===== src/rtl/parity_group_ecc.sv =====
// rtl/parity_group_ecc.sv - group-parity encoder/decoder with optional error log
//
// Two independent one-stage pipelined channels:
//   encode: DATA_WIDTH word in -> {data, parity[NG-1:0]} codeword out
//   decode: codeword in -> data field, per-group mismatch flags out
// Parity bit g covers data[g*GROUP_WIDTH +: GROUP_WIDTH]. Even parity is the
// XOR of the group; odd parity inverts it. The decoder never corrects data.
//
// Optional feature macro: PARITY_GROUP_ECC_ERR_LOG_EN
//   defined     - saturating error counter, sticky flag and first-error group
//                 capture, all updated when an errored codeword is accepted
//   not defined - err_count/err_sticky/err_first_group tied to 0, clr_err
//                 ignored, no log registers
//
// Ports:
//   clk, rst_n                     clock, asynchronous active-low reset
//   enc_valid_in/enc_ready_out     encoder input handshake
//   enc_data_in                    word to encode
//   enc_valid_out/enc_ready_in     encoder output handshake
//   enc_codeword_out               {data, parity}
//   dec_valid_in/dec_ready_out     decoder input handshake
//   dec_codeword_in                {data, parity}
//   dec_valid_out/dec_ready_in     decoder output handshake
//   dec_data_out                   received data field, uncorrected
//   dec_err_groups, dec_err        per-group mismatch flags and their OR
//   clr_err                        synchronous clear of the error log
//   err_count, err_sticky,
//   err_first_group                error log outputs

module parity_group_ecc #(
    parameter int DATA_WIDTH  = 32,
    parameter int GROUP_WIDTH = 8,
    parameter int ODD_PARITY  = 0,
    parameter int CNT_WIDTH   = 16,
    localparam int NG         = DATA_WIDTH / GROUP_WIDTH,
    localparam int GW_IDX     = (NG > 1) ? $clog2(NG) : 1
) (
    input  logic                     clk,
    input  logic                     rst_n,

    input  logic                     enc_valid_in,
    output logic                     enc_ready_out,
    input  logic [DATA_WIDTH-1:0]    enc_data_in,
    output logic                     enc_valid_out,
    input  logic                     enc_ready_in,
    output logic [DATA_WIDTH+NG-1:0] enc_codeword_out,

    input  logic                     dec_valid_in,
    output logic                     dec_ready_out,
    input  logic [DATA_WIDTH+NG-1:0] dec_codeword_in,
    output logic                     dec_valid_out,
    input  logic                     dec_ready_in,
    output logic [DATA_WIDTH-1:0]    dec_data_out,
    output logic [NG-1:0]            dec_err_groups,
    output logic                     dec_err,

    input  logic                     clr_err,
    output logic [CNT_WIDTH-1:0]     err_count,
    output logic                     err_sticky,
    output logic [GW_IDX-1:0]        err_first_group
);

    localparam int  CW_WIDTH = DATA_WIDTH + NG;
    localparam logic ODD_BIT = (ODD_PARITY != 0);

    // Parity of every group at once, already adjusted for odd/even sense.
    function automatic logic [NG-1:0] group_parity(input logic [DATA_WIDTH-1:0] data);
        logic [NG-1:0] p;
        p = '0;
        for (int g = 0; g < NG; g++) begin
            p[g] = (^data[g*GROUP_WIDTH +: GROUP_WIDTH]) ^ ODD_BIT;
        end
        return p;
    endfunction

    // ------------------------------------------------------------------
    // Encode channel
    // ------------------------------------------------------------------
    logic                enc_valid_q, enc_valid_d;
    logic [CW_WIDTH-1:0] enc_codeword_q, enc_codeword_d;

    // The stage can take a word when it is empty or its word leaves this cycle.
    assign enc_ready_out = !enc_valid_q || enc_ready_in;

    always_comb begin
        enc_valid_d    = enc_valid_q;
        enc_codeword_d = enc_codeword_q;
        if (enc_ready_out) begin
            // Either refill with a new word or go empty after the transfer.
            enc_valid_d = enc_valid_in;
            if (enc_valid_in) begin
                enc_codeword_d = {enc_data_in, group_parity(enc_data_in)};
            end
        end
    end

    always_ff @(posedge clk or negedge rst_n) begin
        if (!rst_n) begin
            enc_valid_q    <= 1'b0;
            enc_codeword_q <= '0;
        end else begin
            enc_valid_q    <= enc_valid_d;
            enc_codeword_q <= enc_codeword_d;
        end
    end

    assign enc_valid_out    = enc_valid_q;
    assign enc_codeword_out = enc_codeword_q;

    // ------------------------------------------------------------------
    // Decode channel
    // ------------------------------------------------------------------
    logic [DATA_WIDTH-1:0] dec_rx_data;
    logic [NG-1:0]         dec_rx_parity;
    logic [NG-1:0]         dec_err_in;
    logic                  dec_accept;

    assign dec_rx_data   = dec_codeword_in[CW_WIDTH-1:NG];
    assign dec_rx_parity = dec_codeword_in[NG-1:0];
    assign dec_err_in    = group_parity(dec_rx_data) ^ dec_rx_parity;

    logic                  dec_valid_q, dec_valid_d;
    logic [DATA_WIDTH-1:0] dec_data_q, dec_data_d;
    logic [NG-1:0]         dec_err_groups_q, dec_err_groups_d;

    assign dec_ready_out = !dec_valid_q || dec_ready_in;
    assign dec_accept    = dec_valid_in && dec_ready_out;

    always_comb begin
        dec_valid_d      = dec_valid_q;
        dec_data_d       = dec_data_q;
        dec_err_groups_d = dec_err_groups_q;
        if (dec_ready_out) begin
            dec_valid_d = dec_valid_in;
            if (dec_valid_in) begin
                dec_data_d       = dec_rx_data;
                dec_err_groups_d = dec_err_in;
            end
        end
    end

    always_ff @(posedge clk or negedge rst_n) begin
        if (!rst_n) begin
            dec_valid_q      <= 1'b0;
            dec_data_q       <= '0;
            dec_err_groups_q <= '0;
        end else begin
            dec_valid_q      <= dec_valid_d;
            dec_data_q       <= dec_data_d;
            dec_err_groups_q <= dec_err_groups_d;
        end
    end

    assign dec_valid_out  = dec_valid_q;
    assign dec_data_out   = dec_data_q;
    assign dec_err_groups = dec_err_groups_q;
    assign dec_err        = |dec_err_groups_q;

    // ------------------------------------------------------------------
    // Error log
    // ------------------------------------------------------------------
`ifdef PARITY_GROUP_ECC_ERR_LOG_EN
    logic [CNT_WIDTH-1:0] err_count_q, err_count_d;
    logic                 err_sticky_q, err_sticky_d;
    logic [GW_IDX-1:0]    err_first_group_q, err_first_group_d;
    logic [GW_IDX-1:0]    dec_low_idx;

    // Lowest set index: scan downwards so the last hit is the smallest index.
    always_comb begin
        dec_low_idx = '0;
        for (int g = NG - 1; g >= 0; g--) begin
            if (dec_err_in[g]) begin
                dec_low_idx = GW_IDX'(g);
            end
        end
    end

    // The log is driven from the input side, so it moves on the same edge the
    // errored word enters the decoder stage rather than when it leaves.
    always_comb begin
        err_count_d       = err_count_q;
        err_sticky_d      = err_sticky_q;
        err_first_group_d = err_first_group_q;
        // Clear first so a word accepted alongside the clear is still logged.
        if (clr_err) begin
            err_count_d       = '0;
            err_sticky_d      = 1'b0;
            err_first_group_d = '0;
        end
        if (dec_accept && (|dec_err_in)) begin
            if (!err_sticky_d) begin
                err_first_group_d = dec_low_idx;
            end
            err_sticky_d = 1'b1;
            if (err_count_d != {CNT_WIDTH{1'b1}}) begin
                err_count_d = err_count_d + {{(CNT_WIDTH-1){1'b0}}, 1'b1};
            end
        end
    end

    always_ff @(posedge clk or negedge rst_n) begin
        if (!rst_n) begin
            err_count_q       <= '0;
            err_sticky_q      <= 1'b0;
            err_first_group_q <= '0;
        end else begin
            err_count_q       <= err_count_d;
            err_sticky_q      <= err_sticky_d;
            err_first_group_q <= err_first_group_d;
        end
    end

    assign err_count       = err_count_q;
    assign err_sticky      = err_sticky_q;
    assign err_first_group = err_first_group_q;
`else
    logic unused_log_inputs;

    assign unused_log_inputs = clr_err ^ dec_accept;
    assign err_count         = '0;
    assign err_sticky        = 1'b0;
    assign err_first_group   = '0;
`endif

endmodule


===== config.mk =====
export PLATFORM = sky130hd
export DESIGN_NAME = parity_group_ecc
export DESIGN_NICKNAME = d
export VERILOG_FILES = /design/src/rtl/parity_group_ecc.sv
export SDC_FILE = /design/constraint.sdc
export NUM_CORES = 1
export LEC_CHECK = 0
export CORE_MARGIN = 4
export CORE_UTILIZATION = 43
export DETAILED_ROUTE_END_ITERATION = 8
export GPL_ROUTABILITY_DRIVEN = 1
export HOLD_SLACK_MARGIN = 0.15
export PLACE_DENSITY = 0.92
export SLEW_MARGIN = 20
export SYNTH_ARGS = -nofsm -noshare
export SYNTH_HDL_FRONTEND = slang
export SYNTH_SLANG_ARGS = --single-unit

===== constraint.sdc =====
create_clock -name clk -period 3.75 [get_ports clk]
set_clock_uncertainty 0.2 [all_clocks]
set_input_delay 0.75 -clock clk [delete_from_list [all_inputs] [get_ports clk]]
set_output_delay 0.75 -clock clk [all_outputs]
set_load 0.005 [all_outputs]

# ---- Yosys cells after proc, flatten, opt, wreduce, memory -nomap -nowiden
# Index checks and enable logic that the tools add are counted.
dict set report totals {
  inputBits 75
  ff_bits 74
  out_inout_bits 96
  elab_cells 21
}
dict set report classes {
  bitwise 1
  reduce_logical 15
}
# cell count
set op_table {}
lappend op_table {{parity 8 bit} 8}
lappend op_table {{AND reduction 2 bit} 2}
lappend op_table {{OR reduction 4 bit} 1}
lappend op_table {{XOR 4 bit} 1}
lappend op_table {{zero test 1 bit} 2}
lappend op_table {{logical OR 1 bit} 2}

# ---- Logic depth before layout (Yosys ltp)
# Gate-level depths: netlist of the first run.
dict set report logic_depth {
  ltp_word 3
  depth_mapped 5
  ltp_nobuf 4
}

# ---- Least setup slack after synthesis of the first run
# Ideal clock, no wire load.
dict set report synth_path {
  kind {input to register}
  startpoint {input dec_ready_in}
  endpoint {register dec_data_q[0], in the netlist dec_data_out[0]}
  arrival_time_ns 1.570
  setup_time_ns 0.125
  n_path_buf 1
  path_slack_ns 1.855
  cell_stages 4
  required_time_ns 3.425
  cell_sequence {nand2b_1 > nand2_1 > buf_2 > mux2_2}
}
dict set report synth_via {
  elab_chain_cells 2
}
# element line_no
set synth_rtl {}
lappend synth_rtl {{from (decl)} 52} ;# input logic dec_ready_in,
lappend synth_rtl {{logical OR 1 bit} 126} ;# assign dec_ready_out = !dec_valid_q || dec_ready_in;
lappend synth_rtl {{AND reduction 2 bit (no source line)} n/a}
lappend synth_rtl {{to (signal assigned)} 149} ;# dec_data_q <= dec_data_d;
lappend synth_rtl {{to (decl)} 123} ;# logic [DATA_WIDTH-1:0] dec_data_q, dec_data_d;
# No other way between the ends.
# A chain may end at the register's enable or synchronous reset.

# ---- Worst setup path in the final report of the first run
dict set report layout_path {
  startpoint {input dec_ready_in}
  endpoint {output dec_ready_out}
}
dict set report layout_via {
  elab_chain_cells 1
}
# element line_no
set layout_rtl {}
lappend layout_rtl {{logical OR 1 bit} 126}
lappend layout_rtl {{to (decl)} 49} ;# output logic dec_ready_out,
# No other way between the ends.

==> results of run 1 <==
## kinds of logic after synthesis
group	after synthesis	synth area share
buffers and inverters	27	0.0535
other	1	0.00110
XOR/XNOR	56	0.160
AND/OR/NAND/NOR	15	0.0205
AO/OA/AOI/OAI	8	0.0117
multiplexers	64	0.211
flip-flops	74	0.542
## where the power goes
group | switching [W] | internal, W
logic | 0.000229 | 0.000476
registers | 0.0000734 | 0.000931
clock network | 0.000300 | 0.000244
total | 0.000603 | 0.00165
## through the flow
| step | cells | utilization | hold slack, ps | setup WS (ps) |
|---|---|---|---|---|
| after CTS | 506 | 0.663 | 298 | 926 |
| after detailed placement | 490 | 0.641 | 282 | 849 |
| after global placement | 490 | 0.641 | 267 | 907 |
| after global routing | 506 | 0.663 | 321 | 893 |
| final | 506 | 0.663 | 293 | 930 |
| after floorplan | 263 | - | 254 | 1860 |
## flip-flops by register name (all words and copies together), names as in the netlist
name and count:
dec_valid_out 1, enc_codeword_out 36, dec_data_out 32, dec_err_groups 4, enc_valid_out 1
## layer usage
| metal | wire length (µm) | vias to the layer above |
|---|---|---|
| met5 | 0 | - |
| met4 | 84 | 0 |
| met3 | 425 | 7 |
| met2 | 4600 | 83 |
| met1 | 2910 | 1133 |
| li1 | - | 1091 |
## tightest hold or removal path: stages, from the launching register on
cell     delay [ps]
dfrtp_1         350
nand2_1          50
o21ai_0          60
## layout by cell type (no fill, tap or decap)
cell type / n
dfrtp_1: 74
nand2_1: 10
buf_12: 1
or4_1: 1
clkdlybuf4s50_1: 149
clkinv_4: 1
o21ai_1: 4
xor2_1: 8
o21ai_0: 4
clkinvlp_4: 3
xnor2_1: 44
nand2b_1: 4
buf_4: 2
xnor3_1: 4
inv_6: 1
mux2_2: 64
clkbuf_8: 9
clkbuf_1: 2
conb_1: 19
## how the worst max path moves through the flow
| stage | to | slack [ps] | cells after the start |
|---|---|---|---|
| CTS | dec_ready_out | 930 | 3 |
| floorplan | dec_data_out[0] | 1860 | 4 |
| detailed placement | dec_data_out[4] | 850 | 5 |
| global route | enc_ready_out | 890 | 3 |
| finish | dec_ready_out | 930 | 3 |
| global placement | dec_data_out[30] | 910 | 5 |
## layout make-up
| type | count | area, µm² | share of cell area |
|---|---|---|---|
| clock buffers | 11 | 131 | 0.0256 |
| flip-flops and latches | 74 | 1850 | 0.361 |
| well taps | 102 | 128 | 0.0249 |
| multi-input cells | 162 | 1450 | 0.282 |
| clock inverters | 5 | 40.0 | 0.00781 |
| repair buffers | 152 | 1530 | 0.298 |
==> impl_metrics.py, run 1 <==
metrics = {
    "logic_synthesis": {
        "yosysTopAreaCell": "dfrtp_1",
        "synth_edf_count": 0,
        "synth_top_area_frac": 0.542,
        "ys_seq_elements": 74,
        "yosys-top-cells-area": "dfrtp_1 (54%), mux2_2 (21%), xnor2_1 (11%), buf_4 (4.2%), xnor3_1 (2.6%)",
        "syn_area_um2": 3410,
        "ys_top_cells_by_count": "dfrtp_1 (74), mux2_2 (64), xnor2_1 (44)",
        "synth_most_common_cell": "dfrtp_1",
        "yosysUniqueCellTypes": 13,
        "synth-main-ff-cell": "dfrtp_1",
        "avgSynthCellArea_um2": 13.9,
        "synth_seq_area_share": 0.542,
        "async_flop_share": 1.00,
        "netlist_instances": 245,
        "ys_warn_count": 0,
    },
    "setup_path": {
        "critPathLaunch": "dec_ready_in",
        "crit_buf_inv": 2,
        "cp_slowest_stage_delay_ps": 520,
        "rr_worst_depth": 4,
        "cp.arrival_ps": 1870,
        "r2r_setup_slack_ps": 1740,
        "reg2reg_to": "dec_data_out[3]",
        "cp-start-kind": "primary input",
        "endpoint_kind": "primary output",
        "cp_max_fo": 3,
        "crit_slowest_cell": "clkdlybuf4s50_1",
        "crit_required_ps": 2800,
        "cp_top_family": "buffers and inverters",
        "r2r-start": "dec_valid_out",
        "path_common_cell": "clkdlybuf4s50_1",
        "worstPathCellList": "clkdlybuf4s50_1 -> nand2b_1 -> clkdlybuf4s50_1",
        "crit_type": "primary input to primary output",
    },
    "finish": {
        "syn_to_final_growth_pct": 50.1,
        "nets": 474,
        "fill_cells": 576,
        "antenna_cells": 0,
        "final_cell_area_um2": 5120,
        "drive_gt1_frac": 0.200,
    },
    "floorplanning": {
        "core-area_um2": 7730,
        "dieWidth_um": 97.1,
        "die_y_um": 97.1,
        "dieArea_um2": 9430,
        "pin_count": 171,
        "rows": 32,
        "initial_core_util": 0.442,
    },
    "min_path": {
        "hold_class": "flop to flop",
        "hold_end": "enc_codeword_out[1]",
        "hp-start": "enc_codeword_out[1]",
        "hold_depth": 2,
    },
    "sta": {
        "rsz0062_at_grt": "no",
        "fmax_mhz": 355,
        "period_minus_slack_ps": 2820,
        "relSlewSlack": 0.385,
        "worst_pin_slew_ps": 923,
        "fin_crit_sh": 0.752,
        "setup_tns_ps": 0,
        "drv_slew": 0,
        "setup_viol": 0,
        "hold_viol": 0,
    },
    "clock_network": {
        "cts_tree": "built",
        "post-cts-setup-buffer-count": 0,
        "clk_latency_ps": 320,
        "cts_sinks": 74,
        "ctsHoldBuffers": 0,
        "ctsResizeCount": 0,
        "cts.path.max_buffers": 2,
        "clk_pin_slew_ps": 70,
        "htree_levels": 3,
        "cts_made_buffers": 9,
        "cts_root_buf": "clkbuf_8",
    },
    "global_routing": {
        "use_met2": 0.342,
        "grtUsageTotal": 0.176,
        "first_global_vias": 2640,
        "met3_usage": 0.0481,
        "grt_max_degree": 75,
        "busiest_layer": "met2",
        "antenna_found_initial": 0,
        "met1_usage": 0.184,
        "overflow": 0,
        "grt_pass1_wl_um": 13300,
    },
    "route": {
        "drc": 0,
        "firstDrtPassIters": 3,
        "routed_wl_um": 8020,
        "wl_per_cell_um": 15.9,
        "drt_iter0_drc": 37,
        "dr_total_vias": 2314,
        "postRouteAntennaNets": 0,
        "vias_per_cell": 4.57,
    },
    "power": {
        "p_per_area_nw_per_um2": 440,
        "irDropWorstVdd_uv": 245,
        "p_leak_nw": 2.10,
        "design_power_total_w": 0.00225,
    },
    "placement": {
        "place_area_um2": 4950,
        "dp_hpwl_um": 6300,
        "place_congestion": 0.754,
        "port_buffers": 150,
    },
    "run_status": {
        "status": "completed",
    },
    "run": {
        "maxCapViolations": 0,
    },
}
Note: power is estimated with default switching activity, not from simulation.
==> inputs of run 2 (changes only) <==
- CORE_UTILIZATION: 43 -> 36
- PLACE_DENSITY: 0.92 -> 0.83
- clock period: 3.75 -> 2.3 ns (I/O delays scaled with it)
==> run 2 against run 1 <==
Compared with the run above: non-clock buffer count increased by 4; critical path depth stayed put; clock-buffer cell count stayed put; sequential power rose by 64%; wire length grew 2.6%; register-to-register slack got worse by 1100 ps; largest cell class unchanged.
==> impl_metrics.py, run 2 (synthesized netlist as in run 1, its figures left out) <==
metrics = {
    "run_status": {
        "status": "completed",
    },
    "finish": {
        "instances_no_fill": 536,
        "largest_reg_flops": 36,
        "antenna_cells": 0,
        "drive_gt1_frac": 0.204,
        "syn_to_final_growth_pct": 52.1,
        "nets": 478,
        "final_cell_mix": "clkdlybuf4s50_1 (148), dfrtp_1 (74), mux2_2 (64), xnor2_1 (44), conb_1 (19)",
        "layout_commonest_cell": "clkdlybuf4s50_1",
        "fill_cells": 760,
    },
    "floorplanning": {
        "initial_core_util": 0.370,
        "die_y_um": 105,
        "core-area_um2": 9240,
        "pin_count": 171,
        "dieWidth_um": 105,
        "dieArea_um2": 11100,
        "rows": 35,
    },
    "route": {
        "postRouteAntennaNets": 0,
        "firstDrtPassIters": 3,
        "wl_per_cell_um": 15.4,
        "drc": 0,
        "drt_iter0_drc": 59,
        "dr_total_vias": 2346,
        "vias_per_cell": 4.38,
        "routed_wl_um": 8230,
    },
    "sta": {
        "drv_slew": 0,
        "setup_viol": 0,
        "fin_crit_sh": 0.973,
        "fmax_mhz": 447,
        "rsz0062_at_grt": "no",
        "setup_tns_ps": 0,
        "relSlewSlack": 0.648,
        "worst_pin_slew_ps": 528,
        "period_minus_slack_ps": 2240,
        "hold_viol": 0,
    },
    "setup_path": {
        "cp.arrival_ps": 1580,
        "crit_type": "primary input to primary output",
        "reg2reg_to": "dec_data_out[16]",
        "crit_required_ps": 1640,
        "cp_slowest_stage_delay_ps": 510,
        "crit_end": "dec_ready_out",
        "endpoint_kind": "primary output",
        "r2r-start": "dec_valid_out",
        "rr_worst_depth": 4,
        "worstPathCellList": "clkdlybuf4s50_1 -> nand2b_1 -> clkdlybuf4s50_1",
        "cp-start-kind": "primary input",
        "critPathLaunch": "dec_ready_in",
        "path_common_cell": "clkdlybuf4s50_1",
        "r2r_setup_slack_ps": 690,
        "cp_max_fo": 3,
        "crit_slowest_cell": "clkdlybuf4s50_1",
    },
    "global_routing": {
        "overflow": 0,
        "grtUsageTotal": 0.152,
        "grt_max_degree": 41,
        "antenna_found_initial": 0,
        "grt_pass1_wl_um": 13300,
        "first_global_vias": 2598,
    },
    "placement": {
        "place_congestion": 0.747,
        "dp_hpwl_um": 6560,
        "port_buffers": 150,
        "dp_cells": 520,
    },
    "clock_network": {
        "cts_root_buf": "clkbuf_8",
        "cts.path.max_buffers": 2,
        "clk_pin_slew_ps": 80,
        "htree_levels": 3,
        "cts_sinks": 74,
        "cts_tree": "built",
        "cts_made_buffers": 9,
        "clk_latency_ps": 330,
    },
    "run": {
        "maxCapViolations": 0,
    },
    "power": {
        "p_per_area_nw_per_um2": 701,
        "irDropWorstVdd_uv": 348,
        "p_leak_nw": 2.14,
    },
    "min_path": {
        "hold_class": "flop to flop",
    },
}
==> run 2: cell count changes in the layout (fill, tap and decap cells not counted), sizes merged <==
cell | before | now
buf | 3 | 6
clkdlybuf4s50 | 149 | 148
clkinv | 1 | 4
clkinvlp | 3 | 0
dlygate4sd2 | 0 | 1
dlygate4sd3 | 0 | 1
inv | 1 | 0
==> run 2: power by group <==
part / internal, W / total, W / switching, W
registers: 0.00152 / 0.00164 / 0.000118
clock network: 0.000380 / 0.000832 / 0.000452
logic: 0.000789 / 0.00117 / 0.000386
total: 0.00269 / 0.00364 / 0.000956
==> run 2: worst max-delay path, delay by kind of cell <==
family                 cells  cell delay, ps
and+or+nand+nor            1             150
buffers and inverters      2             970
==> run 2: worst min path at each step <==
| stage | from | end | slack [ps] | cells past startpoint |
|---|---|---|---|---|
| finish | enc_codeword_out[0] | enc_codeword_out[0] | 290 | 2 |
| global route | enc_codeword_out[12] | enc_codeword_out[12] | 320 | 1 |
| global placement | enc_codeword_out[1] | enc_codeword_out[1] | 260 | 2 |
| detailed placement | enc_codeword_out[0] | enc_codeword_out[0] | 270 | 2 |
| floorplan | rst_n | dec_data_out[0] | -40 | 0 |
| CTS | enc_codeword_out[0] | enc_codeword_out[0] | 290 | 2 |
==> run 2: through the flow <==
stage | power, W | worst slack, ps | hold WS [ps] | util | instance area, µm²
floorplan | 0.00212 | 695 | -35.6 | - | 3480
global placement | 0.00282 | 88.3 | 264 | 0.545 | 5030
CTS | 0.00371 | 54.4 | 292 | 0.562 | 5190
detailed placement | 0.00286 | 55.1 | 273 | 0.545 | 5030
global route | 0.00386 | 9.61 | 320 | 0.562 | 5190
finish | 0.00364 | 62.3 | 288 | 0.562 | 5190
==> run 2: cell type report <==
type	count	area [µm²]	share of cell area
clock buffer	11	131	0.0253
clock inverter	4	20.0	0.00385
sequential	74	1850	0.356
multi-input combinational	162	1450	0.279
timing repair buffer	156	1580	0.305
tap	129	161	0.0311
==> run 2: repair_timing <==
action	in CTS	in global routing
buffers inserted	0	0
endpoints found under the setup margin	1	0
resized for setup	1	0
endpoints found under the hold margin	38	0
hold buffers	1	0
==> run 2: layer usage <==
| layer | wire, µm | track usage |
|---|---|---|
| met5 | 0 | 0 |
| met4 | 169 | 0.0544 |
| met3 | 477 | 0.0472 |
| met2 | 4550 | 0.278 |
| met1 | 3040 | 0.163 |
